### src/rtl/array_bubble_pass_if.sv
// Port bundle between the bubble-pass sequencer, the sort checker and the shared array memory.
// The slave modport is the sequencer; the master side is the surrounding system.
interface array_bubble_pass_if #(
  parameter int unsigned ADDR_W = 5,
  parameter int unsigned DATA_W = 32
);
  logic              start;
  logic [ADDR_W:0]   length;
  logic              check_go;
  logic              check_done;
  logic              check_sorted;
  logic              pass_active;
  logic [ADDR_W-1:0] mem_addr;
  logic [DATA_W-1:0] mem_rdata;
  logic [DATA_W-1:0] mem_wdata;
  logic              mem_we;
  logic              busy;
  logic              done;
  logic              sorted;
  logic              error;
  logic [7:0]        pass_count;

  modport master (
    output start, length, check_done, check_sorted, mem_rdata,
    input  check_go, pass_active, mem_addr, mem_wdata, mem_we,
    input  busy, done, sorted, error, pass_count
  );

  modport slave (
    input  start, length, check_done, check_sorted, mem_rdata,
    output check_go, pass_active, mem_addr, mem_wdata, mem_we,
    output busy, done, sorted, error, pass_count
  );
endinterface

### src/rtl/array_bubble_pass.sv
// Runs in-place bubble-sort passes over a shared array until the external checker reports
// the array sorted, or the pass limit is reached. All outputs are registered.
module array_bubble_pass #(
  parameter int unsigned ADDR_W     = 5,
  parameter int unsigned DATA_W     = 32,
  parameter int unsigned MAX_PASSES = 32
) (
  input logic               clock,
  input logic               reset,
  array_bubble_pass_if.slave bus
);

  localparam logic [7:0]    MaxPasses = 8'(MAX_PASSES);
  localparam logic [ADDR_W:0] IdxOne  = (ADDR_W + 1)'(1);
  localparam logic [ADDR_W:0] IdxTwo  = (ADDR_W + 1)'(2);

  typedef enum logic [3:0] {
    StIdle, StCheck, StWait, StLoad0, StRead, StSwapLo, StSwapHi, StDone, StError
  } state_e;

  state_e            state_q, state_d;
  logic [ADDR_W:0]   i_q, i_d;
  logic [ADDR_W:0]   len_q, len_d;
  logic [DATA_W-1:0] a_q, a_d;
  logic [DATA_W-1:0] b_q, b_d;
  logic [7:0]        pc_q, pc_d;
  logic              advance;
  logic              last_pair;
  logic [ADDR_W-1:0] addr_d;
  logic [DATA_W-1:0] wdata_d;

  // Compare rather than equate so a bogus short length can never run away.
  assign last_pair = (i_q + IdxTwo) >= len_q;

  always_comb begin
    state_d = state_q;
    i_d     = i_q;
    len_d   = len_q;
    a_d     = a_q;
    b_d     = b_q;
    pc_d    = pc_q;
    advance = 1'b0;
    unique case (state_q)
      StIdle, StDone, StError: begin
        if (bus.start) begin
          len_d   = bus.length;
          pc_d    = '0;
          state_d = StCheck;
        end
      end
      StCheck: state_d = StWait;
      StWait: begin
        if (bus.check_done) begin
          if (bus.check_sorted) begin
            state_d = StDone;
          end else if (pc_q == MaxPasses) begin
            state_d = StError;
          end else begin
            i_d     = '0;
            state_d = StLoad0;
          end
        end
      end
      StLoad0: begin
        a_d     = bus.mem_rdata;
        state_d = StRead;
      end
      StRead: begin
        if ($signed(a_q) > $signed(bus.mem_rdata)) begin
          b_d     = bus.mem_rdata;
          state_d = StSwapLo;
        end else begin
          a_d     = bus.mem_rdata;
          advance = 1'b1;
        end
      end
      StSwapLo: state_d = StSwapHi;
      // a_q keeps the running maximum, which now sits at i+1.
      StSwapHi: advance = 1'b1;
      default:  state_d = StIdle;
    endcase

    if (advance) begin
      if (last_pair) begin
        pc_d    = pc_q + 8'd1;
        state_d = StCheck;
      end else begin
        i_d     = i_q + IdxOne;
        state_d = StRead;
      end
    end
  end

  // Outputs are decoded from the next state so they are valid for the whole cycle.
  always_comb begin
    addr_d  = '0;
    wdata_d = '0;
    unique case (state_d)
      StRead: addr_d = i_d[ADDR_W-1:0] + ADDR_W'(1);
      StSwapLo: begin
        addr_d  = i_d[ADDR_W-1:0];
        wdata_d = b_d;
      end
      StSwapHi: begin
        addr_d  = i_d[ADDR_W-1:0] + ADDR_W'(1);
        wdata_d = a_d;
      end
      default: ;
    endcase
  end

  always_ff @(posedge clock or negedge reset) begin
    if (!reset) begin
      state_q         <= StIdle;
      i_q             <= '0;
      len_q           <= '0;
      a_q             <= '0;
      b_q             <= '0;
      pc_q            <= '0;
      bus.check_go    <= 1'b0;
      bus.pass_active <= 1'b0;
      bus.mem_addr    <= '0;
      bus.mem_wdata   <= '0;
      bus.mem_we      <= 1'b0;
      bus.busy        <= 1'b0;
      bus.done        <= 1'b0;
      bus.sorted      <= 1'b0;
      bus.error       <= 1'b0;
    end else begin
      state_q         <= state_d;
      i_q             <= i_d;
      len_q           <= len_d;
      a_q             <= a_d;
      b_q             <= b_d;
      pc_q            <= pc_d;
      bus.check_go    <= (state_d == StCheck);
      bus.pass_active <= state_d inside {StLoad0, StRead, StSwapLo, StSwapHi};
      bus.mem_addr    <= addr_d;
      bus.mem_wdata   <= wdata_d;
      bus.mem_we      <= state_d inside {StSwapLo, StSwapHi};
      bus.busy        <= state_d inside {StCheck, StWait, StLoad0, StRead, StSwapLo, StSwapHi};
      bus.done        <= state_d inside {StDone, StError};
      bus.sorted      <= (state_d == StDone);
      bus.error       <= (state_d == StError);
    end
  end

  assign bus.pass_count = pc_q;

endmodule
### src/flat_wrapper.sv
// flat-port wrapper written by rule: the top's interface ports become plain ports
module array_bubble_pass_flat 
#(
  parameter int unsigned ADDR_W     = 5,
  parameter int unsigned DATA_W     = 32,
  parameter int unsigned MAX_PASSES = 32
)
  (clock, reset, bus_start, bus_length, bus_check_done, bus_check_sorted, bus_mem_rdata, bus_check_go, bus_pass_active, bus_mem_addr, bus_mem_wdata, bus_mem_we, bus_busy, bus_done, bus_sorted, bus_error, bus_pass_count);
  array_bubble_pass_if #(.ADDR_W(ADDR_W), .DATA_W(DATA_W)) bus_i ();
  input logic clock;
  input logic reset;
  input wire logic [$bits(bus_i.start)-1:0] bus_start;
  input wire logic [$bits(bus_i.length)-1:0] bus_length;
  input wire logic [$bits(bus_i.check_done)-1:0] bus_check_done;
  input wire logic [$bits(bus_i.check_sorted)-1:0] bus_check_sorted;
  input wire logic [$bits(bus_i.mem_rdata)-1:0] bus_mem_rdata;
  output wire logic [$bits(bus_i.check_go)-1:0] bus_check_go;
  output wire logic [$bits(bus_i.pass_active)-1:0] bus_pass_active;
  output wire logic [$bits(bus_i.mem_addr)-1:0] bus_mem_addr;
  output wire logic [$bits(bus_i.mem_wdata)-1:0] bus_mem_wdata;
  output wire logic [$bits(bus_i.mem_we)-1:0] bus_mem_we;
  output wire logic [$bits(bus_i.busy)-1:0] bus_busy;
  output wire logic [$bits(bus_i.done)-1:0] bus_done;
  output wire logic [$bits(bus_i.sorted)-1:0] bus_sorted;
  output wire logic [$bits(bus_i.error)-1:0] bus_error;
  output wire logic [$bits(bus_i.pass_count)-1:0] bus_pass_count;
  assign bus_i.start = bus_start;
  assign bus_i.length = bus_length;
  assign bus_i.check_done = bus_check_done;
  assign bus_i.check_sorted = bus_check_sorted;
  assign bus_i.mem_rdata = bus_mem_rdata;
  assign bus_check_go = bus_i.check_go;
  assign bus_pass_active = bus_i.pass_active;
  assign bus_mem_addr = bus_i.mem_addr;
  assign bus_mem_wdata = bus_i.mem_wdata;
  assign bus_mem_we = bus_i.mem_we;
  assign bus_busy = bus_i.busy;
  assign bus_done = bus_i.done;
  assign bus_sorted = bus_i.sorted;
  assign bus_error = bus_i.error;
  assign bus_pass_count = bus_i.pass_count;
  array_bubble_pass #(.ADDR_W(ADDR_W), .DATA_W(DATA_W), .MAX_PASSES(MAX_PASSES)) u_core (.clock(clock), .reset(reset), .bus(bus_i));
endmodule
### config.mk
export PLATFORM = sky130hd
export DESIGN_NAME = array_bubble_pass_flat
export DESIGN_NICKNAME = d
export VERILOG_FILES = /design/src/rtl/array_bubble_pass_if.sv /design/src/rtl/array_bubble_pass.sv /design/src/flat_wrapper.sv
export SDC_FILE = /design/constraint.sdc
export NUM_CORES = 1
export LEC_CHECK = 0
export ABC_AREA = 1
export BUFFER_PORTS_ARGS = -buffer_cell sky130_fd_sc_hd__buf_2
export CAP_MARGIN = 20
export CORE_MARGIN = 5
export CORE_UTILIZATION = 30
export CTS_CLUSTER_DIAMETER = 150
export CTS_CLUSTER_SIZE = 30
export DETAILED_ROUTE_END_ITERATION = 7
export HOLD_SLACK_MARGIN = 0.02
export PLACE_DENSITY = 0.5
export REMOVE_ABC_BUFFERS = 1
export SLEW_MARGIN = 40
export SYNTH_ARGS = -nofsm -noshare
export SYNTH_HDL_FRONTEND = slang
export SYNTH_SLANG_ARGS = --single-unit
### constraint.sdc
create_clock -name clock -period 3.1 [get_ports clock]
set_clock_uncertainty 0.15 [all_clocks]
set_input_delay 0.465 -clock clock [delete_from_list [all_inputs] [get_ports clock]]
set_output_delay 0.465 -clock clock [all_outputs]
set_load 0.02 [all_outputs]
### Word-level counts from Yosys, hierarchy flattened

Cells that the tools add are included.

| cells by class | value |
|---|---|
| order comparisons | 2 |
| multiply operators | 0 |
| bitwise operators | 0 |
| shifts and indexed selects | 0 |
| add/subtract/negate cells | 4 |
| mux-type cells | 26 |
| reductions and logical operators | 8 |
| equal/unequal tests | 17 |
| div/mod/pow operators | 0 |

Operator list:

| cell | count |
|---|---|
| $pmux W32 S2 | 2 |
| $mux W32 | 3 |
| $mux W6 | 6 |
| $eq A4 B3 Y1 const B | 8 |
| $gt A32 B32 Y1 | 1 |
| $mux W8 | 4 |
| $pmux W4 S7 | 1 |
| $mux W4 | 6 |
| $eq A4 B2 Y1 const B | 4 |
| $pmux W5 S2 | 1 |
| $add A8 B1 Y8 const B | 1 |
| $eq A4 B1 Y1 const B | 2 |
| $eq A4 B4 Y1 const B | 2 |
| $eq A8 B6 Y1 const B | 1 |
| $add A6 B1 Y6 const B | 1 |
| $add A6 B2 Y6 const B | 1 |
| $ge A6 B6 Y1 | 1 |
| $reduce_bool A6 Y1 | 1 |
| $add A5 B1 Y5 const B | 1 |
| $logic_not A4 Y1 | 1 |
| $reduce_bool A2 Y1 | 2 |
| $reduce_bool A4 Y1 | 1 |
| $mux W3 | 1 |
| $reduce_or A3 Y1 | 1 |
| other kinds (4) | 4 |

| storage, ports and cells | value |
|---|---|
| logic and storage cells | 72 |
| memories kept | 0 |
| output and inout bits | 52 |
| input bits | 43 |
| register bits | 132 |
| memory bits (writable) | 0 |
| bits in read-only memories | 0 |
| latch bits | 0 |

### Longest topological paths before layout

| logic depth | value |
|---|---|
| depth in word-level cells | 9 |
| mapped depth | 28 |
| mapped depth without buffers | 27 |

### Least setup slack after synthesis

No wires, ideal clock.

| path | value |
|---|---|
| kind | flip-flop to flip-flop |
| start | reg u_core.i_q[2] |
| end | reg u_core.bus.mem_addr[4] |
| required time | 2.833 ns |
| setup slack | 0.165 ns |
| setup time | 0.117 ns |
| clock period less this slack | 2.935 ns |
| buffers on the path | 0 |
| cell stages (with the launch flop) | 24 |
| arrival time | 2.668 ns |
| cell sequence | dfrtp_1 -> ha_1 -> nand2_1 -> nor2_1 -> xnor2_1 -> inv_1 -> ha_1 -> nand2_1 -> inv_1 -> nand2_1 -> o221a_2 -> nand2_1 -> o21ai_0 -> o21ai_0 -> inv_1 -> nand2_1 -> nand2_1 -> ha_1 -> inv_1 -> nor2_2 -> nand2_1 -> nand2_1 -> nand3_1 -> nand2_1 |

| between the ends | value |
|---|---|
| elaborated cells between the ends (all ways) | 17 |
| those cells by class | add/sub: 3; order compare: 1; eq/ne: 3; mux: 9; reduce/logical: 1 |

RTL lines:

| item | line | source |
|---|---|---|
| from (decl) | array_bubble_pass.sv:22 | `logic [ADDR_W:0] i_q, i_d;` |
| from (signal assigned) | array_bubble_pass.sv:131 | `i_q <= i_d;` |
| $add A6 B2 Y6 | array_bubble_pass.sv:33 | `assign last_pair = (i_q + IdxTwo) >= len_q;` |
| $ge A6 B6 Y1 | array_bubble_pass.sv:33 |  |
| $mux W6 | array_bubble_pass.sv:84 | `if (last_pair) begin` |
| $mux W6 | array_bubble_pass.sv:83 | `if (advance) begin` |
| net u_core.i_d[1] | array_bubble_pass.sv:22 |  |
| $add A5 B1 Y5 | array_bubble_pass.sv:99, array_bubble_pass.sv:105 |  |
| $pmux W5 S2 | array_bubble_pass.sv:98 | `unique case (state_d)` |
| net u_core.addr_d[4] | array_bubble_pass.sv:29 | `logic [ADDR_W-1:0] addr_d;` |
| to (signal assigned) | array_bubble_pass.sv:138 | `bus.mem_addr <= addr_d;` |
| to (decl) | array_bubble_pass_if.sv:31 | `output check_go, pass_active, mem_addr, mem_wdata, mem_we,` |

The timed path passes the listed nets, and every way through them passes these cells.
A chain may end at the register's enable or synchronous reset.

### Worst setup path in the final report

| path | value |
|---|---|
| start | reg u_core.i_q[1] |
| end | reg u_core.bus.mem_addr[4] |

| between the ends | value |
|---|---|
| longest elaborated chain between the ends | 8 |
| elaborated cells between the ends (all ways) | 17 |
| those cells by class | add/sub: 3; order compare: 1; eq/ne: 3; mux: 9; reduce/logical: 1 |

Ends and longest elaborated chain:

| item | line |
|---|---|
| branches (longest 5 deep; another with $add A6 B2 Y6) | - |
| $mux W6 * | array_bubble_pass.sv:83 |
| net u_core.i_d[1] | array_bubble_pass.sv:22 |
| $add A5 B1 Y5 * | array_bubble_pass.sv:99, array_bubble_pass.sv:105 |
| $pmux W5 S2 * | array_bubble_pass.sv:98 |
| net u_core.addr_d[4] | array_bubble_pass.sv:29 |

Mark *: on every way through the listed nets, which the timed path passes.

==> results.cfg <==
[detailed_routing]
vias = 4349
drc_errors = 0
drt_iter0_drc = 198
detail-route-antenna-nets = 0
dr.pass1.iters = 4
viasPerCell = 4.37
wire_per_inst_um = 13.1
routed_wl_mm = 13.0

[logic_synthesis]
ys_top_cells_by_count = 134 x inv_1, 129 x nand2_1, 100 x dfrtp_1
synth_edf_count = 0
ys_seq_area_share_pct = 44.3
syn_inst = 648
synthFlopType = dfrtp_1
synth_area_mm2 = 0.00565
ys_seq_elements = 100
synthAdderAreaFrac_pct = 9.52
synth_top_family_by_area = compound AO/OA/AOI/OAI gates
synth_xor_area_share_pct = 0.930
yosysUniqueCellTypes = 36
yosys-mux-area-fraction_pct = 0.709
ys_warn_count = 0
synth_compound_area_share_pct = 16.2
yosys.area_share.simple_pct = 16.0
synth_most_common_cell = inv_1
synth_top_cells_by_area = dfrtp_1 44%, ha_1 9.5%, inv_1 8.9%, nand2_1 8.6%, o21ai_2 5.1%
syn_area_per_cell_um2 = 8.72
yosysTopAreaCell = dfrtp_1
synth_top_area_share_pct = 44.3
synthArstFlopShare_pct = 100

[die]
die_height_um = 147
die_x_um = 147
core_mm2 = 0.0186
dieArea_mm2 = 0.0217
rows = 50
start_util_pct = 30.3
io_pins = 95

[timing]
finalSetupViolCount = 0
timing_worst_slew_pin_value_ns = 0.514
finalCritPeriodShare_pct = 93.8
hold_violations = 0
fmax_ghz = 0.344
setup_slack_ns = 0.191
min_period_ns = 2.91
hold_slack_ns = 0.173
drv_slew = 0
slew_headroom_pct = 65.7

[global_route]
grt_pass1_vias = 4315
grt_max_degree = 38
antenna_found_initial = 0
grt_pass1_wl_mm = 22.0
grt-ovfl-total = 0
track_usage_pct = 12.5

[worst_hold_path]
hold_depth = 3
hold_class = in2reg

[critical_path]
crit_top_cell = nand2_1
cp.depth = 23
critical_path.cell_chain = ha_1 > nand2_1 > nor2_2 > xnor2_1 > inv_1 > ha_4 > nand2_1 > inv_2 > nand2_1 > o221a_2 > nand2_4 > o21ai_0 > o21ai_1 > inv_1 > nand2_1 > nand2_1 > ha_2 > inv_1 > nor2_2 > nand2_1 > nand2_1 > nand3_1 > nand2_1
cp_num_buf_inv = 4
slowest_delay_ns = 0.40
arrival_ns = 2.99
worst-path-max-fanout = 5
path_delay_family = simple AND/OR/NAND/NOR gates
criticalPathCategory = reg2reg
crit_path_start_kind = register
crit_required_ns = 3.19
ff2ff_path_depth = 23
critPathCaptureType = register
cp_slowest_cell = dfrtp_1

[placed_design]
gp_congestion = 0.794
dp.cells = 980
placed_area_mm2 = 0.00652
dp_hpwl_mm = 9.80
pre_cts_slack_ns = 0.0490
portBuffers = 94

[power_and_ir_drop]
p_leak_nw = 3.72
p_per_area_mw_per_mm2 = 1110
ir_worst_vdd_mv = 0.375

[job]
drv_cap = 0

[cells_and_area]
fin_cells = 996
finish.utilization_pct = 36.7
finalNetCount = 844
fillers = 1939
drive_above_1_share_pct = 30.2
area_delta_synth_final_pct = 21.1
final_cell_area_mm2 = 0.00684
n_antenna_cell = 0

[clocking]
cts_root_buf = clkbuf_16
cts_sinks = 100
clk_pin_slew_ns = 0.07
cts_buffers = 9
postCtsSetupBuffers = 0
htreeDepth = 3
clk_latency_ns = 0.35
cts_tree = done
clock_path_buffers = 2

[outcome]
outcome = complete, no violations
power by group:
part           total [W]  switching, W  leakage (nW)  internal, W
Clock            0.00105      0.000506         0.125     0.000544
Sequential       0.00209      0.000244          1.29      0.00185
Combinational    0.00447       0.00273          2.30      0.00174
Total            0.00761       0.00348          3.72      0.00414
layout make-up:
class                           instances  area [um^2]  share of cell area (%)
Clock buffer                           10          229                    3.35
Clock inverter                          5         37.5                   0.549
Inverter                              153          578                    8.45
Multi-Input combinational cell        377         2490                    36.3
Sequential cell                       100         2500                    36.6
Tap cell                              234          293                    4.28
Timing Repair Buffer                  117          714                    10.4
state kept, by name, indices dropped and copies added (netlist names), 4 cells and up:
register	cells
u_core.bus.pass_count	8
u_core.bus.mem_wdata	32
u_core.state_q	4
u_core.i_q	6
u_core.a_q	32
u_core.bus.mem_addr	5
u_core.len_q	6
timing repair:
item | CTS | global route
gates resized for setup | 0 | 14
hold endpoints to repair | 34 | 0
endpoints found under the setup margin | 0 | 3
hold buffers | 1 | 0
cell families (layout without fill, tap and decap cells):
group	count (synthesis)	in the layout
AND/OR/NAND/NOR	204	204
buffers and inverters	171	285
AO/OA/AOI/OAI	120	120
flip-flops	100	100
adder cells (fa/ha/maj)	43	43
XOR/XNOR	6	6
multiplexers	4	4
worst min-delay path, delay by kind of cell:
family / cells / cell delay (ns)
simple gates: 1 / 0.04
buf+inv: 1 / 0.08
compound gates: 1 / 0.05
path summary, 6_finish.rpt:
| path | start | to | slack, ns |
|---|---|---|---|
| worst max register to register | u_core.i_q[1] | u_core.bus.mem_addr[4] | 0.19 |
| worst min-delay path | bus_length[1] | u_core.len_q[1] | 0.17 |
| worst max-delay path | u_core.i_q[1] | u_core.bus.mem_addr[4] | 0.19 |
| min in group asynchronous | reset | u_core.a_q[6] | 0.49 |
| worst min register to register | u_core.i_q[5] | u_core.i_q[5] | 0.34 |
| max in group asynchronous | reset | u_core.i_q[5] | 1.52 |
stage by stage:
step | power, W | setup TNS [ns]
floorplan | 0.00511 | 0
global placement | 0.00648 | 0
detailed placement | 0.00650 | 0
CTS | 0.00761 | 0
global route | 0.00834 | -0.00147
finish | 0.00761 | 0
placed cells by master, fill, tap and decap left out, types with 4 or more instances in the layout:
cell type  instances
a21oi_1           20
buf_12             5
buf_2             93
buf_4             17
clkbuf_16          9
dfrtp_1          100
ha_1              41
inv_1            131
inv_2             21
mux2i_1            4
nand2_1          127
nand2_2            8
nand3_1           19
nand4_1            6
nor2_1            22
nor2_2             8
nor3_1             5
o21ai_0           18
o21ai_1            6
o21ai_2           33
o22ai_1           15
o22ai_2           18
xor2_1             5
routing by layer:
| layer | wire [um] | vias up | track usage [%] |
|---|---|---|---|
| met4 | 244 | 0 | 4.89 |
| met3 | 450 | 12 | 2.25 |
| met5 | 0 | - | 0 |
| met2 | 5850 | 64 | 19.7 |
| met1 | 6490 | 1996 | 17.1 |
| li1 | - | 2277 | - |
No activity file was read; power rests on OpenSTA's default activity.
